<file path="src/rtl/pbs_pkg.sv">
`default_nettype none
// ---------------------------------------------------------------------------
// pbs_pkg: shared widths, move power table, LFSR taps and strobe priority
// Rev 1.0
// ---------------------------------------------------------------------------
package pbs_pkg;

   localparam int HP_W    = 8;
   localparam int STAT_W  = 8;
   localparam int PROD_W  = 2 * STAT_W;
   localparam int NUM_STB = 6;

   // Strobe bit positions; a higher index wins when several are high.
   localparam int STB_LD_PM    = 0;
   localparam int STB_LD_AM    = 1;
   localparam int STB_CALC_PH  = 2;
   localparam int STB_CALC_AH  = 3;
   localparam int STB_APPLY_AD = 4;
   localparam int STB_APPLY_PD = 5;

   // x^8 + x^6 + x^5 + x^4 + 1, shifting left: feedback from bits 7,5,4,3
   localparam logic [7:0] LFSR_TAPS = 8'hB8;

   localparam logic [3:0][STAT_W-1:0] MOVE_POWER = {8'd20, 8'd80, 8'd60, 8'd40};

   function automatic logic [NUM_STB-1:0] stb_priority(input logic [NUM_STB-1:0] raw);
      stb_priority = '0;
      for (int i = 0; i < NUM_STB; i++) begin
         if (raw[i]) begin
            stb_priority    = '0;
            stb_priority[i] = 1'b1;
         end
      end
   endfunction

   function automatic logic [HP_W-1:0] sat_sub(input logic [HP_W-1:0] a, input logic [HP_W-1:0] b);
      sat_sub = (a > b) ? a - b : '0;
   endfunction

endpackage
`default_nettype wire

</file>
<file path="src/rtl/pbs_battle_datapath_mult.sv">
`default_nettype none
// ---------------------------------------------------------------------------
// pbs_shift_mult: 8x8 sequential shift-add multiplier, one iteration per cycle
// Rev 1.0
// ---------------------------------------------------------------------------
module pbs_shift_mult
   import pbs_pkg::*;
(
   input  logic              clk,
   input  logic              resetn,
   input  logic              start,
   input  logic              abort,
   input  logic [STAT_W-1:0] mcand,
   input  logic [STAT_W-1:0] mplier,
   output logic              done,
   output logic [PROD_W-1:0] product
);

   logic [PROD_W-1:0] mcand_q, mcand_d, prod_q, prod_d;
   logic [STAT_W-1:0] mplier_q, mplier_d;
   logic [2:0]        cnt_q, cnt_d;
   logic              busy_q, busy_d, done_q, done_d;

   always_comb begin
      mcand_d  = mcand_q;
      mplier_d = mplier_q;
      prod_d   = prod_q;
      cnt_d    = cnt_q;
      busy_d   = busy_q;
      done_d   = 1'b0;
      // A fresh start outranks abort so a strobe hand-over can restart cleanly.
      if (start) begin
         mcand_d  = {{STAT_W{1'b0}}, mcand};
         mplier_d = mplier;
         prod_d   = '0;
         cnt_d    = '0;
         busy_d   = 1'b1;
      end else if (abort) begin
         busy_d = 1'b0;
      end else if (busy_q) begin
         if (mplier_q[0]) prod_d = prod_q + mcand_q;
         mcand_d  = {mcand_q[PROD_W-2:0], 1'b0};
         mplier_d = {1'b0, mplier_q[STAT_W-1:1]};
         cnt_d    = cnt_q + 3'd1;
         if (cnt_q == 3'd7) begin
            busy_d = 1'b0;
            done_d = 1'b1;
         end
      end
   end

   always_ff @(posedge clk) begin
      if (!resetn) begin
         mcand_q  <= '0;
         mplier_q <= '0;
         prod_q   <= '0;
         cnt_q    <= '0;
         busy_q   <= 1'b0;
         done_q   <= 1'b0;
      end else begin
         mcand_q  <= mcand_d;
         mplier_q <= mplier_d;
         prod_q   <= prod_d;
         cnt_q    <= cnt_d;
         busy_q   <= busy_d;
         done_q   <= done_d;
      end
   end

   assign done    = done_q;
   assign product = prod_q;

endmodule
`default_nettype wire

</file>
<file path="src/rtl/pbs_battle_datapath.sv">
`default_nettype none
// ---------------------------------------------------------------------------
// pbs_battle_datapath: HP, move latches and damage calc behind the battle FSM
// Rev 1.0
// ---------------------------------------------------------------------------
module pbs_battle_datapath
   import pbs_pkg::*;
#(
   parameter logic [HP_W-1:0]   PLAYER_MAX_HP = 8'd100,
   parameter logic [HP_W-1:0]   AI_MAX_HP     = 8'd100,
   parameter logic [STAT_W-1:0] PLAYER_ATK    = 8'd48,
   parameter logic [STAT_W-1:0] AI_ATK        = 8'd40,
   parameter logic [STAT_W-1:0] PLAYER_DEF    = 8'd6,
   parameter logic [STAT_W-1:0] AI_DEF        = 8'd5,
   parameter logic [7:0]        LFSR_SEED     = 8'hA5
) (
   input  logic            clk,
   input  logic            resetn,
   input  logic [1:0]      move_sel,
   input  logic            ld_pm,
   input  logic            calc_ph,
   input  logic            apply_ad,
   input  logic            ld_am,
   input  logic            calc_ah,
   input  logic            apply_pd,
   output logic            hp_is_zero,
   output logic            calc_done,
   output logic [HP_W-1:0] player_hp,
   output logic [HP_W-1:0] ai_hp,
   output logic [HP_W-1:0] last_damage,
   output logic            proto_err
);

   logic [NUM_STB-1:0] stb_raw, stb_sel, stb_edge, stb_prev_q;
   logic [7:0]         lfsr_q, lfsr_d;
   logic [1:0]         player_move_q, player_move_d, ai_move_q, ai_move_d;
   logic [HP_W-1:0]    player_hp_q, player_hp_d, ai_hp_q, ai_hp_d;
   logic [HP_W-1:0]    last_damage_q, last_damage_d;
   logic               calc_side_q, calc_side_d;
   logic               calc_done_q, calc_done_d, proto_err_q, proto_err_d;
   logic               multi_stb, calc_hold, mult_start, mult_abort, mult_done;
   logic [STAT_W-1:0]  mult_a, mult_b, dmg_raw, dmg_def, dmg;
   logic [PROD_W-1:0]  mult_prod;
   logic               unused_prod_lo;

   assign stb_raw   = {apply_pd, apply_ad, calc_ah, calc_ph, ld_am, ld_pm};
   assign stb_sel   = stb_priority(stb_raw);
   assign stb_edge  = stb_sel & ~stb_prev_q;
   assign multi_stb = |(stb_raw & (stb_raw - NUM_STB'(1)));

   // calc_side_q: 0 = player attacking, 1 = AI attacking
   assign calc_hold  = calc_side_q ? stb_sel[STB_CALC_AH] : stb_sel[STB_CALC_PH];
   assign mult_start = stb_edge[STB_CALC_PH] | stb_edge[STB_CALC_AH];
   assign mult_abort = ~calc_hold;
   assign mult_a     = stb_edge[STB_CALC_AH] ? AI_ATK : PLAYER_ATK;
   assign mult_b     = MOVE_POWER[stb_edge[STB_CALC_AH] ? ai_move_q : player_move_q];

   pbs_shift_mult u_mult (
      .clk     (clk),
      .resetn  (resetn),
      .start   (mult_start),
      .abort   (mult_abort),
      .mcand   (mult_a),
      .mplier  (mult_b),
      .done    (mult_done),
      .product (mult_prod)
   );

   // Product is scaled by 1/16; anything past 8 bits saturates.
   assign dmg_raw        = (|mult_prod[15:12]) ? 8'hFF : mult_prod[11:4];
   assign dmg_def        = calc_side_q ? PLAYER_DEF : AI_DEF;
   assign dmg            = (dmg_raw > dmg_def) ? dmg_raw - dmg_def : 8'd1;
   assign unused_prod_lo = ^mult_prod[3:0];

   always_comb begin
      lfsr_d        = {lfsr_q[6:0], ^(lfsr_q & LFSR_TAPS)};
      player_move_d = player_move_q;
      ai_move_d     = ai_move_q;
      player_hp_d   = player_hp_q;
      ai_hp_d       = ai_hp_q;
      last_damage_d = last_damage_q;
      proto_err_d   = proto_err_q | multi_stb;
      calc_side_d   = mult_start ? stb_edge[STB_CALC_AH] : calc_side_q;
      calc_done_d   = calc_hold & (calc_done_q | mult_done);
      if (stb_sel[STB_LD_PM])    player_move_d = move_sel;
      if (stb_edge[STB_LD_AM])   ai_move_d     = lfsr_q[1:0];
      if (calc_hold & mult_done) last_damage_d = dmg;
      if (stb_edge[STB_APPLY_AD]) ai_hp_d      = sat_sub(ai_hp_q, last_damage_q);
      if (stb_edge[STB_APPLY_PD]) player_hp_d  = sat_sub(player_hp_q, last_damage_q);
   end

   always_ff @(posedge clk) begin
      if (!resetn) begin
         stb_prev_q    <= '0;
         lfsr_q        <= LFSR_SEED;
         player_move_q <= '0;
         ai_move_q     <= '0;
         player_hp_q   <= PLAYER_MAX_HP;
         ai_hp_q       <= AI_MAX_HP;
         last_damage_q <= '0;
         calc_side_q   <= 1'b0;
         calc_done_q   <= 1'b0;
         proto_err_q   <= 1'b0;
      end else begin
         stb_prev_q    <= stb_raw;
         lfsr_q        <= lfsr_d;
         player_move_q <= player_move_d;
         ai_move_q     <= ai_move_d;
         player_hp_q   <= player_hp_d;
         ai_hp_q       <= ai_hp_d;
         last_damage_q <= last_damage_d;
         calc_side_q   <= calc_side_d;
         calc_done_q   <= calc_done_d;
         proto_err_q   <= proto_err_d;
      end
   end

   assign hp_is_zero  = (apply_ad & (ai_hp_q == '0)) | (apply_pd & (player_hp_q == '0));
   assign calc_done   = calc_done_q;
   assign player_hp   = player_hp_q;
   assign ai_hp       = ai_hp_q;
   assign last_damage = last_damage_q;
   assign proto_err   = proto_err_q;

endmodule
`default_nettype wire

</file>
<file path="config.mk">
export PLATFORM = sky130hd
export DESIGN_NAME = pbs_battle_datapath
export DESIGN_NICKNAME = d
export VERILOG_FILES = /design/src/rtl/pbs_pkg.sv /design/src/rtl/pbs_battle_datapath_mult.sv /design/src/rtl/pbs_battle_datapath.sv
export SDC_FILE = /design/constraint.sdc
export NUM_CORES = 1
export LEC_CHECK = 0
export BUFFER_PORTS_ARGS = -buffer_cell sky130_fd_sc_hd__buf_2
export CORE_ASPECT_RATIO = 2
export CORE_MARGIN = 1
export CORE_UTILIZATION = 55
export CTS_BUF_LIST = sky130_fd_sc_hd__clkbuf_8
export CTS_CLUSTER_DIAMETER = 80
export CTS_CLUSTER_SIZE = 30
export DETAILED_ROUTE_END_ITERATION = 7
export GPL_ROUTABILITY_DRIVEN = 0
export GPL_TIMING_DRIVEN = 0
export PLACE_DENSITY = 0.77
export SYNTH_ARGS = -nofsm -noshare
export SYNTH_HDL_FRONTEND = slang
export SYNTH_HIERARCHICAL = 1
export SYNTH_SLANG_ARGS = --single-unit
</file>
<file path="constraint.sdc">
create_clock -name clk -period 2.4 [get_ports clk]
set_input_delay 0.48 -clock clk [delete_from_list [all_inputs] [get_ports clk]]
set_output_delay 0.48 -clock clk [all_outputs]
set_load 0.005 [all_outputs]
</file>
; After elaboration in Yosys (flattened, before gate mapping)
; Cells that the tools add are included.
[classes]
add_sub_neg = 6
n_lt_le_gt_ge = 4
n_eq_ne = 1
mux = 27
bitwise = 14
n_reduce_logical = 12
[ops]
columns = operator, count
row1 = $mux 8, 11
row2 = $mux 6, 4
row3 = $add 16x16->16, 1
row4 = $bmux 8 s2, 1
row5 = $gt 8x8->1, 2
row6 = $logic_not 8->1, 2
row7 = $sub 8x8->8, 2
row8 = $and 6x6->6, 2
row9 = $gt 8x3->1, 1
row10 = $reduce_or 4->1, 2
row11 = $reduce_xor 8->1, 1
row12 = $sub 8x3->8, 1
row13 = $mux 1, 7
row14 = $mux 2, 3
row15 = $not 6->6, 1
row16 = $reduce_or 6->1, 1
row17 = $sub 6x1->6 const B, 1
row18 = $mux 5, 1
row19 = $and 1x1->1, 4
row20 = $or 1x1->1, 4
row21 = $reduce_and 2->1, 2
row22 = $reduce_bool 2->1, 2
row23 = $add 3x1->3 const B, 1
row24 = $eq 3x3->1 const B, 1
row25 = other kinds (4), 6
[word_totals]
ff_bits = 90
wordCells = 81

; Longest topological paths before layout
; Gate-level depths: netlist of run 1.
[logic_depth]
word_depth = 11
ltp_mapped = 10
mapped_depth_nobuf = 9

; Cells and area by module
; The synthesis of run 1 kept the hierarchy.
[modules_own_cells]
columns = mod, instances, cells_per_inst, area_per_inst_um2, seq_area_each_um2
row1 = pbs_battle_datapath, 1, 310, 2648.8, 880.8
row2 = pbs_shift_mult, 1, 330, 2543.7, 900.9

; Worst setup path after synthesis of run 1
; Ideal clock, no wire load.
[synth_timing]
path_type = flip-flop to flip-flop
from = reg u_mult.prod_q[13] (netlist: u_mult/product[13])
to = reg last_damage_q[6] (netlist: last_damage[6])
setup_ns = 0.095
t_arrival_ns = 2.316
slack_ns = -0.012
path_stages_with_launch = 10
path_buffers = 0
synth_period_minus_slack_ns = 2.412
cell_sequence = dfxtp_1 -> or4_1 -> nor2_1 -> ha_1 -> fa_1 -> nor2b_1 -> or4_1 -> nor3b_1 -> a21oi_1 -> a221oi_1
[synth_between]
elab_chain_len = 4
[synth_rtl]
columns = element, line_no
row1 = "start, declared", pbs_battle_datapath_mult.sv:19  ; logic [PROD_W-1:0] mcand_q, mcand_d, prod_q, prod_d;
row2 = "start signal, assigned", pbs_battle_datapath_mult.sv:63  ; prod_q <= prod_d;
row3 = $reduce_or 4->1 *, pbs_battle_datapath.sv:70  ; assign dmg_raw = (|mult_prod[15:12]) ? 8'hFF : mult_prod[11:4];
row4 = $mux 8 *, pbs_battle_datapath.sv:70
row5 = $sub 8x3->8 or $gt 8x3->1 (tied branches), pbs_battle_datapath.sv:72  ; assign dmg = (dmg_raw > dmg_def) ? dmg_raw - dmg_def : 8'd1;
row6 = $mux 8 *, pbs_battle_datapath.sv:72
row7 = "end signal, assigned", pbs_battle_datapath.sv:111  ; last_damage_q <= last_damage_d;
row8 = "end, declared", pbs_battle_datapath.sv:38  ; logic [HP_W-1:0] last_damage_q, last_damage_d;
; Every way passes the cells marked *; elsewhere a longest branch is shown, timed or not.
; A chain may end at the register's enable or synchronous reset.

; Worst setup path in the final report of run 1
; Same ends and word-level chain as after synthesis.

==> results of run 1 <==
[routing by layer]
metal | wire length (um) | part of all wire, % | vias up
met1 | 4630 | 34 | 2291
met3 | 462 | 3.4 | 58
met5 | 0 | 0 | -
met2 | 7510 | 56 | 150
li1 | - | - | 2362
met4 | 825 | 6.1 | 0
[worst paths after layout]
check,endpoint,slack (ns)
worst max-delay path,last_damage[6]$_SDFFE_PN0P_,-0.06
worst max register to register,last_damage[6]$_SDFFE_PN0P_,-0.06
worst min-delay path,player_move_q[0]$_SDFFE_PN0P_,0.36
worst min register to register,lfsr_q[7]$_SDFF_PN1_,0.43
[registers in the layout, summed over array words and instances (netlist names)]
register / cells
u_mult/mcand_q: 16
u_mult/product: 16
ai_hp: 8
last_damage: 8
lfsr_q: 8
player_hp: 8
u_mult/mplier_q: 8
stb_prev_q: 5
u_mult/cnt_q: 3
ai_move_q: 2
player_move_q: 2
calc_done: 1
calc_side_q: 1
proto_err: 1
u_mult/busy_q: 1
u_mult/done: 1
[timing repair]
item	in CTS	in global routing
setup endpoints to repair	14	30
endpoints found under the hold margin	0	0
buffers inserted	2	4
pin swaps	3	6
resized for setup	14	9
[cells in the mapped netlist (15+ instances only)]
library cell	n
dfxtp_1	89
nand2_1	87
a21oi_1	79
nor2_1	42
ha_1	35
o21ai_0	34
nand3_1	22
inv_1	21
nor2b_1	19
clkbuf_1	17
xnor2_1	17
and2_1	15
[power groups by stage]
stage / Combinational [mW] / Clock, mW / Sequential [mW]
after floorplan: 0.250 / 0 / 1.58
after global placement: 0.341 / 0 / 1.59
after detailed placement: 0.354 / 0 / 1.59
after CTS: 0.365 / 1.22 / 1.56
after global routing: 0.415 / 1.29 / 1.56
final: 0.381 / 1.19 / 1.56
[worst min-delay path, stage by stage]
cell     delay [ns]
buf_2          0.07
mux2i_1        0.05
nor2_1         0.08
[cell families (layout without fill, tap and decap cells)]
group           count (synthesis)  count (layout)  share of synthesized area [%]
compound gates                183             183                           22.5
xor+xnor                       25              25                           4.22
fa+ha+maj                      40              40                           10.2
buf+inv                        51             109                           4.22
flops                          89              89                           34.3
mux                             8               8                           1.59
other cells                     2               9                          0.145
simple gates                  242             242                           22.9
[per-stage QoR]
step	hold WS, ns	area, um2	utilization (%)	power, mW
2_1_floorplan	0.386	5220	-	1.83
3_3_place_gp	0.396	5530	60.9	1.93
3_5_place_dp	0.408	5530	60.9	1.94
4_1_cts	0.343	5830	64.3	3.14
5_1_grt	0.368	5910	65.1	3.26
6_report	0.358	5910	65.1	3.12
[layout make-up]
class                   count  area [um2]  share of cell area (%)
clock inverters             6        97.6                    1.65
multi-input cells         507        3310                    56.0
inverters                  22        82.6                    1.40
repair buffers             42         225                    3.81
plain buffers              29         138                    2.33
well taps                 102         128                    2.16
clock buffers              10         138                    2.33
flip-flops and latches     89        1790                    30.3
[layout by cell type (no fill, tap or decap), types with 3 or more instances in the layout]
cell type	netlist	layout
buf_2	7	43
and2_1	15	15
xnor2_1	17	17
dfxtp_1	89	87
nor2b_1	19	18
nand4_1	8	8
nand2b_1	13	13
a21o_1	11	11
a211oi_1	4	4
fa_1	4	3
mux2i_1	6	6
nor2_1	42	41
nor3_1	7	7
xor2_1	8	8
nand3b_1	5	5
buf_4	1	7
inv_1	21	21
and3_1	5	5
clkbuf_1	17	17
a21oi_1	79	78
o21ai_1	7	7
conb_1	2	9
o31ai_4	2	3
clkbuf_8	0	10
o21a_1	3	3
o31ai_1	4	3
a2bb2oi_1	3	3
o21ai_0	34	34
a21oi_2	3	4
nand2_1	87	87
ha_1	35	34
nand3_1	22	22
==> out/qor.csv, run 1 <==
metric;value;unit
cp_num_buf_inv;0;
grtUsageMet1;26.3;%
slew_viol_final;0;
finalCriticalPeriod;2.46;ns
antenna_found_initial;0;
drt-initial-drc-count;276;
grt_max_degree;17;
finClkSkew;0.0122;ns
dr.pass1.iters;7;
p_sw;0.820;mW
cp_slowest_cell;or4_4;
synthCells;640;
synthArstFlopShare;0;%
die_x;70.7;um
grt_pass1_vias;4918;
syn_area;5190;um2
clockPowerShare;38.0;%
top_usage_layer;met2;
htreeDepth;3;
fin_setup_tns;-0.155;ns
viasPerCell;6.02;
fillers;774;
yosys_warnings;6;
reg2regPathDepth;9;
grt_pass1_wl;22400;um
drive_gt1_share;14.3;%
cts_sinks;89;
worstPathMaxFanout;4;
whs_path_depth;3;
internal_power;2.30;mW
p_seq_share;49.8;%
grtUsageMet2;54.9;%
numCtsBuffers;9;
final_hold_viol_count;0;
use_met3;4.85;%
cpPeakStageDelay;0.56;ns
cts_tree;built;
fin_cells;807;
cp-start-kind;register;
rsz0062_at_grt;true;
die_area;9860;um2
synth_seq_cells;89;
coreArea;9070;um2
drc;15;
drv_cap;0;
yosysTopAreaCell;dfxtp_1;
ios;37;
diodes;0;
crit-reg2reg-launch;u_mult/product[13]$_SDFFE_PP0P_;
vdd_ir_drop_max;384;uV
synthFlopType;dfxtp_1;
crit_start;u_mult/product[13]$_SDFFE_PP0P_;
cts.path.max_buffers;2;
port_buffers;36;
num_vias;4861;
start_util;57.2;%
fmax;406;MHz
cp-end-kind;register;
synth_edf_count;0;
yosysUniqueCellTypes;71;
pre_cts_slack;-0.502;ns
syn_area_per_cell;8.11;um2
ys_seq_area_share;34.3;%
drtAntennaViolNets;0;
worstSkewPairLatency;0.37;ns
cts_root_buffer;clkbuf_8;
ctsHoldBuffers;0;
cts.clk_slew.worst_paths;0.10;ns
setup-violations-final;4;
slew-limit-headroom;46.4;%
switching_share;26.3;%
hold_path.class;in -> reg;
failed_checks;DRC, setup timing;
crit_required;2.69;ns
tightest_slew;0.801;ns
wl_per_cell;16.6;um
synth_area_leaders;dfxtp_1, ha_1, a21oi_1, nand2_1, o21ai_0;
cp_data_arrival_time;2.75;ns
worstPathCellList;or4_4, nor2_4, ha_4, fa_2, nor2b_2, or4_4, nor3b_2, a21oi_1, a221oi_2;
holdCritStartpoint;move_sel[0];
powerDensity;529;nW/um2
cp_common_cell;or4_4;
fin_crit_sh;103;%
place_hpwl;10400;um
grt-ovfl-total;0;
cp_num_cells;9;
chipHeight;139;um
run_status;finished with violations;
grt_usage;28.8;%
post-place-cells;785;
p_leak;2.36;nW
path_class;reg -> reg;
rows;49;
wirelength;13400;um
nets;749;
combPwrFrac;12.2;%
syn_to_final_growth;13.7;%
synth_top_area_share;34.3;%
critPathTopFamily;simple AND/OR/NAND/NOR gates;
setup_ws;-0.0640;ns
No activity file was read; power rests on OpenSTA's default activity.
==> run 2, diff against run 1 <==
--- a/config.mk
+++ b/config.mk
@@ -6,7 +6,7 @@
 export NUM_CORES = 1
 export LEC_CHECK = 0
 export BUFFER_PORTS_ARGS = -buffer_cell sky130_fd_sc_hd__buf_2
-export CORE_ASPECT_RATIO = 2
+export CORE_ASPECT_RATIO = 1.1
 export CORE_MARGIN = 1
 export CORE_UTILIZATION = 55
 export CTS_BUF_LIST = sky130_fd_sc_hd__clkbuf_8
==> run 2 against run 1 <==
Net effect:
- the run ends with setup timing left
- die area shrank 0.24%
- critical path depth stayed put
- combinational power down 4%
- register-to-register slack is essentially flat
- design area shrank 1.0%
- clock power shrank 13%
- critical path type unchanged
- first-iteration DRC count down 38%
- global-route usage is 2.9 points lower
==> out/qor.csv, run 2 (synthesized netlist as in run 1, its figures left out) <==
metric;value;unit
run_status;finished with violations;
failed_checks;setup timing;
critPathTopFamily;simple AND/OR/NAND/NOR gates;
path_class;reg -> reg;
antenna_found_initial;0;
setup-violations-final;4;
finish.instance_area;5850;um2
worstPathCellList;or4_4, nor2_4, ha_4, fa_2, nor2b_2, or4_4, nor3b_2, a21oi_1, a221oi_1;
place_area;5550;um2
wl_per_cell;15.1;um
multi_input_area;3290;um2
cts.clk_slew.worst_paths;0.11;ns
syn_to_final_growth;12.6;%
drive_gt1_share;13.6;%
grt_usage;25.8;%
grt-ovfl-total;0;
crit_start;u_mult/product[12]$_SDFFE_PP0P_;
drv_cap;0;
cp-end-kind;register;
drt-initial-drc-count;171;
grt_pass1_vias;4532;
cp_data_arrival_time;2.74;ns
holdCritStartpoint;move_sel[1];
finClkSkew;0.0146;ns
chipHeight;104;um
internal_power;2.08;mW
die_area;9830;um2
finalCriticalPeriod;2.46;ns
slew_viol_final;0;
finalPower;2.95;mW
final_hold_viol_count;0;
numCtsBuffers;9;
tightest_slew;0.676;ns
worstSkewPairLatency;0.38;ns
drtAntennaViolNets;0;
p_leak;2.32;nW
p_sw;0.869;mW
place_hpwl;9060;um
cp_slowest_cell;or4_4;
final_cell_mix;nand2_1, dfxtp_1, a21oi_1;
fillers;790;
cp_common_cell;or4_4;
grt_pass1_wl;20300;um
ios;37;
dr.pass1.iters;5;
coreArea;9010;um2
fmax;407;MHz
powerDensity;504;nW/um2
cts_sinks;89;
hold_path.class;in -> reg;
nets;748;
drc;0;
p_seq_share;52.8;%
num_vias;4770;
viasPerCell;5.83;
setup_ws;-0.0595;ns
ff_latch_area;1790;um2
cp-start-kind;register;
slew-limit-headroom;54.7;%
port_buffers;36;
diodes;0;
rows;36;
combPwrFrac;12.4;%
vdd_ir_drop_max;310;uV
crit-reg2reg-launch;u_mult/product[12]$_SDFFE_PP0P_;
fin_crit_sh;102;%
cts.path.max_buffers;2;
switching_share;29.5;%
cp_num_buf_inv;0;
ctsHoldBuffers;0;
worstPathMaxFanout;4;
cpPeakStageDelay;0.58;ns
cts_root_buffer;clkbuf_8;
cts_tree;built;
rsz0062_at_grt;true;
htreeDepth;3;
start_util;57.6;%
die_x;94.6;um
grt_max_degree;19;
crit_required;2.68;ns
clockPowerShare;34.9;%
wirelength;12400;um
==> run 2: cell types whose count changed in the layout (fill, tap and decap cells not counted), moves of 2 or more <==
| cell | change |
|---|---|
| bufinv_16 | -2 |
| clkinvlp_4 | +2 |
| inv_8 | +2 |
| clkinv_4 | -2 |
==> run 2: stage by stage <==
step	setup WS [ns]	hold slack [ns]	utilization, %	cells	TNS [ns]
floorplan	0.0249	0.386	-	647	0
global placement	-0.227	0.398	61.6	797	-1.59
detailed placement	-0.359	0.406	61.6	797	-2.39
CTS	-0.101	0.337	64.5	817	-0.245
global route	-0.148	0.364	64.9	818	-1.92
finish	-0.0595	0.341	64.9	818	-0.0968
==> run 2: worst paths after layout <==
check	to	slack (ns)	cells past startpoint
min reg2reg	lfsr_q[7]$_SDFF_PN1_	0.43	1
min	player_move_q[1]$_SDFFE_PN0P_	0.34	3
max	last_damage[6]$_SDFFE_PN0P_	-0.06	9
max reg2reg	last_damage[6]$_SDFFE_PN0P_	-0.06	9
==> run 2: cell type report <==
type / instances / area share (%)
tap: 114 / 2.44
clock buffer: 9 / 2.12
timing repair buffer: 41 / 3.72
clock inverter: 7 / 1.13
inverter: 22 / 1.41
buffer: 29 / 2.33
multi-input combinational: 507 / 56.3
sequential: 89 / 30.6
==> run 2: what timing repair did <==
item                                    4_1_cts  5_1_grt
endpoints found under the setup margin       14       33
setup buffers                                 4        1
pin swaps                                     3        6
gates resized for setup                      13        4
==> run 2: metal layers <==
layer	wire length (um)	GRT usage, %
met5	0	0
met3	561	3.36
met4	327	11.5
met2	6230	45.4
met1	5260	30.7
==> run 2: worst min-delay path, stage by stage <==
cell	delay [ns]
buf_2	0.07
mux2i_1	0.05
nor2_1	0.08
==> run 2: power by group through the flow <==
stage	clock [mW]	sequential (mW)	combinational [mW]
after detailed placement	0	1.59	0.343
after CTS	1.04	1.55	0.355
final	1.03	1.55	0.364
after global placement	0	1.59	0.331
after floorplan	0	1.58	0.250
after global routing	1.12	1.56	0.402
==> run 3, diff against run 2 <==
--- a/config.mk
+++ b/config.mk
@@ -20,3 +20,4 @@
 export SYNTH_HDL_FRONTEND = slang
 export SYNTH_HIERARCHICAL = 1
 export SYNTH_SLANG_ARGS = --single-unit
+export TNS_END_PERCENT = 1
==> run 3 against run 2 <==
Net effect:
- core utilization shrank 0.14 points
- setup slack lost 0.012 ns
- combinational power is essentially flat
- hold slack is essentially flat
- routed wire length shrank 0.12%
- first-iteration DRC count shrank 4.7%
- largest cell class unchanged
- maximum frequency shrank 0.49%
- die area is the same
- the flow still finishes with violations (setup timing)
- clock-buffer cell count is the same
- power grew 0.12%
- highest routed layer unchanged
- sequential power is essentially flat
==> out/qor.csv, run 3 (synthesized netlist as in run 1, its figures left out) <==
metric;value;unit
run_status;finished with violations;
failed_checks;setup timing;
finClkSkew;0.0152;ns
grt-ovfl-total;0;
rsz0062_at_grt;true;
wirelength;12400;um
cts_sinks;89;
final_cell_mix;nand2_1, dfxtp_1, a21oi_1;
coreArea;9010;um2
ios;37;
hold_path.class;in -> reg;
drt-initial-drc-count;163;
post-place-cells;797;
die_area;9830;um2
numCtsBuffers;9;
top_usage_layer;met2;
use_met3;3.36;%
p_leak;2.31;nW
fin_cells;816;
vdd_ir_drop_max;310;uV
drv_cap;0;
cp-end-kind;register;
tightest_slew;0.680;ns
holdCritStartpoint;move_sel[1];
cts_tree;built;
slew_viol_final;0;
setup_ws;-0.0716;ns
chipHeight;104;um
slew-limit-headroom;54.5;%
wl_per_cell;15.2;um
r2r_setup_slack;-0.07;ns
cts_root_buffer;clkbuf_8;
finalPower;2.95;mW
start_util;57.6;%
syn_to_final_growth;12.3;%
whs_path_depth;3;
grt_pass1_vias;4501;
powerDensity;506;nW/um2
die_x;94.6;um
drive_gt1_share;13.4;%
cp-start-kind;register;
reg2regPathDepth;9;
crit-reg2reg-launch;u_mult/product[12]$_SDFFE_PP0P_;
ctsHoldBuffers;0;
grtUsageMet1;30.8;%
nets;746;
dr.pass1.iters;5;
final_hold_viol_count;0;
finalCriticalPeriod;2.47;ns
drc;0;
grt_usage;25.8;%
viasPerCell;5.82;
cp_data_arrival_time;2.75;ns
drtAntennaViolNets;0;
rows;36;
whs_endpoint;player_move_q[1]$_SDFFE_PN0P_;
path_class;reg -> reg;
worstPathMaxFanout;4;
place_area;5550;um2
grtUsageMet2;45.1;%
worstReg2RegEnd;last_damage[6]$_SDFFE_PN0P_;
fmax;405;MHz
fin_crit_sh;103;%
crit_required;2.68;ns
post-route-util;64.8;%
grt_max_degree;19;
grt_pass1_wl;20200;um
num_vias;4749;
setup-violations-final;5;
cts.clk_slew.worst_paths;0.11;ns
finish.instance_area;5830;um2
fillers;788;
port_buffers;36;
fin_setup_tns;-0.155;ns
worstSkewPairLatency;0.38;ns
diodes;0;
antenna_found_initial;0;
cts.path.max_buffers;2;
htreeDepth;3;
place_hpwl;9060;um
## run 3: timing repair
action / in CTS / in global routing
hold endpoints to repair: 0 / 0
setup endpoints to repair: 14 / 33
pin swaps: 3 / 6
gates resized for setup: 12 / 6
buffers inserted: 2 / 1
## run 3: per-layer routing
layer | wire, um | part of all wire (%)
met1 | 5250 | 42
met2 | 6200 | 50
met3 | 586 | 4.7
met4 | 339 | 2.7
met5 | 0 | 0
## run 3: worst max-delay path by stage
stage	start	endpoint	slack [ns]
after global routing	u_mult/product[12]$_SDFFE_PP0P_	last_damage[6]$_SDFFE_PN0P_	-0.16
after detailed placement	u_mult/product[12]$_SDFFE_PP0P_	last_damage[5]$_SDFFE_PN0P_	-0.36
after CTS	u_mult/product[15]$_SDFFE_PP0P_	last_damage[6]$_SDFFE_PN0P_	-0.1
after global placement	u_mult/product[12]$_SDFFE_PP0P_	last_damage[5]$_SDFFE_PN0P_	-0.23
after floorplan	u_mult/product[13]$_SDFFE_PP0P_	last_damage[6]$_SDFFE_PN0P_	0.02
final	u_mult/product[12]$_SDFFE_PP0P_	last_damage[6]$_SDFFE_PN0P_	-0.07
## run 3: worst max-delay path: stages (launching register included)
cell,delay [ns]
dfxtp_4,0.38
or4_4,0.58
nor2_4,0.12
ha_4,0.15
fa_2,0.21
nor2b_2,0.06
or4_4,0.42
nor3b_2,0.16
a21oi_1,0.06
a221oi_1,0.25
## run 3: layout make-up
type | count | area [um2] | area share (%)
Buffer | 29 | 136 | 2.34
Sequential cell | 89 | 1790 | 30.7
Tap cell | 114 | 143 | 2.45
Clock inverter | 7 | 66.3 | 1.14
Inverter | 22 | 82.6 | 1.42
Multi-Input combinational cell | 507 | 3290 | 56.4
Clock buffer | 9 | 124 | 2.12
Timing Repair Buffer | 39 | 203 | 3.47
## run 3: where the power goes
group	total (mW)	switching [mW]	leakage [nW]	internal, mW
sequential	1.55	0.0362	0.726	1.52
combinational	0.364	0.211	1.50	0.153
clock	1.03	0.626	0.0922	0.405
## run 3: through the flow
stage               hold WS, ns  worst slack [ns]
floorplan                 0.386            0.0249
global placement          0.398            -0.227
detailed placement        0.406            -0.359
CTS                       0.337           -0.0990
global route              0.364            -0.156
finish                    0.340           -0.0716
